--- src/rtl/rr_arb_pkg.sv ---
// Shared types and constants for the 4-way round-robin arbiter.
package rr_arb_pkg;
    localparam int NUM_REQ = 4;
    localparam int HOLD_W  = 8;

    typedef enum logic {
        IDLE  = 1'b0,
        GRANT = 1'b1
    } arb_state_t;
endpackage

--- src/rtl/rr_pick_4.sv ---
// Combinational round-robin picker: first set request bit at or after ptr, wrapping mod 4.
module rr_pick_4
    import rr_arb_pkg::*;
(
    input  logic [NUM_REQ-1:0] req,
    input  logic [1:0]         ptr,
    output logic [NUM_REQ-1:0] winner,
    output logic [1:0]         winner_id,
    output logic               any
);
    logic       found;
    logic [1:0] idx;

    assign any = |req;

    always_comb begin
        found     = 1'b0;
        winner_id = 2'd0;
        idx       = 2'd0;
        for (int k = 0; k < NUM_REQ; k++) begin
            idx = ptr + 2'(k);
            if (!found && req[idx]) begin
                found     = 1'b1;
                winner_id = idx;
            end
        end
    end

    generate
        for (genvar gi = 0; gi < NUM_REQ; gi++) begin : g_onehot
            assign winner[gi] = any && (winner_id == 2'(gi));
        end
    endgenerate
endmodule

--- src/rtl/rr_arb_4.sv ---
// Four-requester round-robin arbiter with done-based release and a grant-hold timeout.
module rr_arb_4
    import rr_arb_pkg::*;
#(
    parameter int MAX_HOLD = 15
) (
    input  logic         clk,
    input  logic         rst,
    input  logic [3:0]   req,
    input  logic         done,
    output logic [3:0]   gnt,
    output logic [1:0]   gnt_id,
    output logic         gnt_v,
    output logic         timeout
);
    arb_state_t        state_reg, state_next;
    logic [1:0]        ptr_reg, ptr_next;
    logic [HOLD_W-1:0] hold_reg, hold_next;
    logic [3:0]        gnt_reg, gnt_next;
    logic [1:0]        gnt_id_reg, gnt_id_next;
    logic              gnt_v_reg, gnt_v_next;
    logic              timeout_reg, timeout_next;

    logic [3:0] pick_onehot;
    logic [1:0] pick_id;
    logic       pick_any;

    rr_pick_4 u_pick (
        .req       (req),
        .ptr       (ptr_reg),
        .winner    (pick_onehot),
        .winner_id (pick_id),
        .any       (pick_any)
    );

    always_comb begin
        state_next   = state_reg;
        ptr_next     = ptr_reg;
        hold_next    = hold_reg;
        gnt_next     = gnt_reg;
        gnt_id_next  = gnt_id_reg;
        gnt_v_next   = gnt_v_reg;
        timeout_next = 1'b0;
        unique case (state_reg)
            IDLE: begin
                if (pick_any) begin
                    state_next  = GRANT;
                    gnt_next    = pick_onehot;
                    gnt_id_next = pick_id;
                    gnt_v_next  = 1'b1;
                    hold_next   = '0;
                end
            end
            GRANT: begin
                // done wins over a coinciding timeout, so that case is a normal release
                if (done || hold_reg == HOLD_W'(MAX_HOLD - 1)) begin
                    state_next   = IDLE;
                    ptr_next     = gnt_id_reg + 2'd1;
                    gnt_next     = '0;
                    gnt_id_next  = '0;
                    gnt_v_next   = 1'b0;
                    timeout_next = !done;
                end else begin
                    hold_next = hold_reg + 1'b1;
                end
            end
            default: state_next = IDLE;
        endcase
    end

    always_ff @(posedge clk) begin
        if (rst) begin
            state_reg   <= IDLE;
            ptr_reg     <= '0;
            hold_reg    <= '0;
            gnt_reg     <= '0;
            gnt_id_reg  <= '0;
            gnt_v_reg   <= 1'b0;
            timeout_reg <= 1'b0;
        end else begin
            state_reg   <= state_next;
            ptr_reg     <= ptr_next;
            hold_reg    <= hold_next;
            gnt_reg     <= gnt_next;
            gnt_id_reg  <= gnt_id_next;
            gnt_v_reg   <= gnt_v_next;
            timeout_reg <= timeout_next;
        end
    end

    assign gnt     = gnt_reg;
    assign gnt_id  = gnt_id_reg;
    assign gnt_v   = gnt_v_reg;
    assign timeout = timeout_reg;
endmodule

--- config.mk ---
export PLATFORM = sky130hd
export DESIGN_NAME = rr_arb_4
export DESIGN_NICKNAME = d
export VERILOG_FILES = /design/src/rtl/rr_arb_pkg.sv /design/src/rtl/rr_pick_4.sv /design/src/rtl/rr_arb_4.sv
export SDC_FILE = /design/constraint.sdc
export NUM_CORES = 1
export LEC_CHECK = 0
export BUFFER_PORTS_ARGS = -buffer_cell sky130_fd_sc_hd__buf_2
export CAP_MARGIN = 20
export CORE_UTILIZATION = 60
export CTS_BUF_LIST = sky130_fd_sc_hd__clkbuf_8
export DETAILED_ROUTE_END_ITERATION = 7
export GPL_TIMING_DRIVEN = 0
export PLACE_DENSITY = 0.84
export SLEW_MARGIN = 10
export SYNTH_ARGS = -nofsm -noshare
export SYNTH_HDL_FRONTEND = slang
export SYNTH_SLANG_ARGS = --single-unit
--- constraint.sdc ---
create_clock -name clk -period 2.45 [get_ports clk]
set_input_delay 0.49 -clock clk [delete_from_list [all_inputs] [get_ports clk]]
set_output_delay 0.49 -clock clk [all_outputs]
set_load 0.03 [all_outputs]
==> flow_summary.yaml <==
outcome:
  status: "complete, no violations"
flow_run:
  cap_violations: 0
pwr:
  leakage_nw: 0.4467
  power.density_mw_per_mm2: 603.7
  power.switching_uw: 187.8
  clkPwrFrac_pct: 32.2
  ir_worst_vdd_uv: 524.6
  p_total_uw: 668.5
  pwr-share-seq_pct: 50.2
  p_int_uw: 480.6
  switching_share_pct: 28.10
  p_comb_share_pct: 17.7
setup_path:
  cp-start-kind: "flip-flop"
  cp_top_family: "flip-flops"
  path_cells: "inv_1, ha_1, nand4b_1, o21a_1, and3_1, mux2_2"
  crit_end: "hold_reg[4]"
  crit_cells: 6
  worstPathArrival_ns: 1.93
  required_ns: 2.60
  reg2reg_to: "hold_reg[4]"
  crit-reg2reg-launch: "hold_reg[0]"
  crit_buf_inv: 1
  rr_worst_depth: 6
  ff2ff_setup_slack_ns: 0.66
  slowest_stage: "dfxtp_1"
  path_class: "flip-flop to flip-flop"
  cp-end-kind: "flip-flop"
  startpoint: "hold_reg[0]"
  cp_max_fo: 5
  cpPeakStageDelay_ns: 0.41
timing:
  fin_tns_setup_ns: 0
  slew-limit-headroom_pct: 67.91
  clock.fmax_ghz: 0.5596
  setup_viol: 0
  period_minus_slack_ns: 1.787
  rsz0062_at_grt: "false"
  hold_viol_final: 0
  hold_slack_ns: 0.4396
  fin_ws_ns: 0.6631
  slew_violations: 0
  finalClockSkew_ns: 0.0009223
  worst_pin_slew_ns: 0.4813
  finalCritPeriodShare_pct: 72.94
route:
  wl_per_cell_um: 14.79
  via_count: 852
  drt_iter0_drc: 20
  wl_met3_um: 102
  routed.top_layer: "met4"
  met2WireLength_mm: 1.003
  drc: 0
  avgViaCountPerCell: 6.000
  routed_wl_mm: 2.100
  antenna_left: 0
  dr.pass1.iters: 4
  wl_met1_um: 968
place:
  gp_congestion: 0.8816
  portBuffers: 14
  hpwlAfterDp_mm: 1.594
  placed_cells: 138
  dp_slack_ns: 0.6348
  placed_cell_area_sq_mm: 0.001061
hold_path:
  hp-start: "done"
  hp-class: "input port to flip-flop"
finish:
  layout_common_cells: "dfxtp_1, buf_2, a21oi_1, nand3_1"
  layout_commonest_cell: "dfxtp_1"
  final_area_sq_mm: 0.001107
  nNetsFinal: 136
  n_antenna_cell: 0
  final_util_pct: 73.51
  area_delta_synth_final_pct: 14.05
  instances_no_fill: 142
  drive_gt1_share_pct: 20.63
  largest_reg_flops: 8
clock_tree:
  ctsResizeCount: 0
  clock_path_buffers: 2
  post_cts_buffers: 0
  cts.clk_slew.worst_paths_ns: 0.07
  htreeDepth: 1
  cts-root-buf: "clkbuf_8"
  cts_tree: "built"
  tritoncts.num_buffers: 3
  numClockSinks: 19
  clk_latency_ns: 0.26
  hold_buffers: 0
logic_synthesis:
  synth_fa_ha_area_share_pct: 2.577
  synth_mux_area_share_pct: 2.191
  synth_edf_count: 0
  ys_top_cells_by_area: "dfxtp_1, a21oi_1, o32ai_1"
  synthSimpleGateAreaFrac_pct: 27.45
  synth_top_family_by_area: "simple AND/OR/NAND/NOR gates"
  ys_seq_elements: 19
  netlist_area_sq_um: 970.9
  yosys.area.top_type_share_pct: 39.18
  syn_area_per_cell_sq_um: 8.990
  yosysWarnings: 0
  ys.flop_type: "dfxtp_1"
  synth_top_area_cell: "dfxtp_1"
  synth_cell_types: 39
  synth_nets: 117
  syn_inst: 108
  yosysSeqAreaShare_pct: 39.18
  synth_compound_area_share_pct: 21.01
  synth-xor-area-share_pct: 3.608
  async_flop_share_pct: 0
grt:
  grt_pass1_wl_mm: 3.519
  antenna_found_initial: 0
  grt_max_degree: 12
  grt-ovfl-total: 0
  grt_usage_pct: 26.55
  grt_pass1_vias: 808
floorplan:
  die_y_um: 42.23
  ios: 15
  design.die.area_sq_mm: 0.001783
  rows: 14
  initial_core_util_pct: 64.45
  fp.dieW_um: 42.23
  design.core.area_sq_mm: 0.001506
==> worst min-delay path by stage <==
stage,endpoint,slack [ns],depth (start not counted)
after floorplan,ptr_reg[0],0.46,2
after global placement,gnt[2],0.47,2
after detailed placement,gnt[2],0.47,2
after CTS,timeout,0.44,2
after global routing,timeout,0.44,2
final,timeout,0.44,2
==> metal layers <==
metal  vias up  GRT usage (%)
met4         0          11.25
met2        17          38.46
met3         4          9.914
met1       394          35.33
li1        437              -
met5         -              0
==> synthesized netlist by cell type, drive strengths merged (3+ instances only) <==
library cell and count:
o21ai 4, nand2 4, or2 3, nand2b 5, a21oi 8, nand3 6, inv 4, a211oi 3
nor2b 5, dfxtp 19, o32ai 4, xor2 3, nor3 5, nor2 5
==> power groups by stage <==
stage	Combinational, mW	Sequential (mW)	Clock (mW)
5_1_grt	0.129	0.337	0.227
6_report	0.118	0.335	0.215
4_1_cts	0.117	0.335	0.220
2_1_floorplan	0.0655	0.358	0
3_3_place_gp	0.112	0.340	0
3_5_place_dp	0.117	0.342	0
==> worst reg2reg max path, cell delays in order (launching register included) <==
cell and delay, ns:
dfxtp_1 0.41, inv_1 0.09, ha_1 0.20, nand4b_1 0.20, o21a_1 0.25, and3_1 0.20, mux2_2 0.33
==> cell type report <==
class                      instances  area (sq um)
buffer                             4         23.77
clock buffer                       3         41.29
clock inverter                     1         5.005
fill                             117         399.1
inverter                           4         15.01
multi-input combinational         81         551.8
sequential                        19         380.4
tap                               16         20.02
timing repair buffer              14         70.07
==> cells by family after synthesis <==
kind of cell,Yosys count
compound gates,27
xor+xnor,4
fa+ha+maj,2
buf+inv,8
flops,19
mux,2
simple gates,46
No activity file was read; power rests on OpenSTA's default activity.
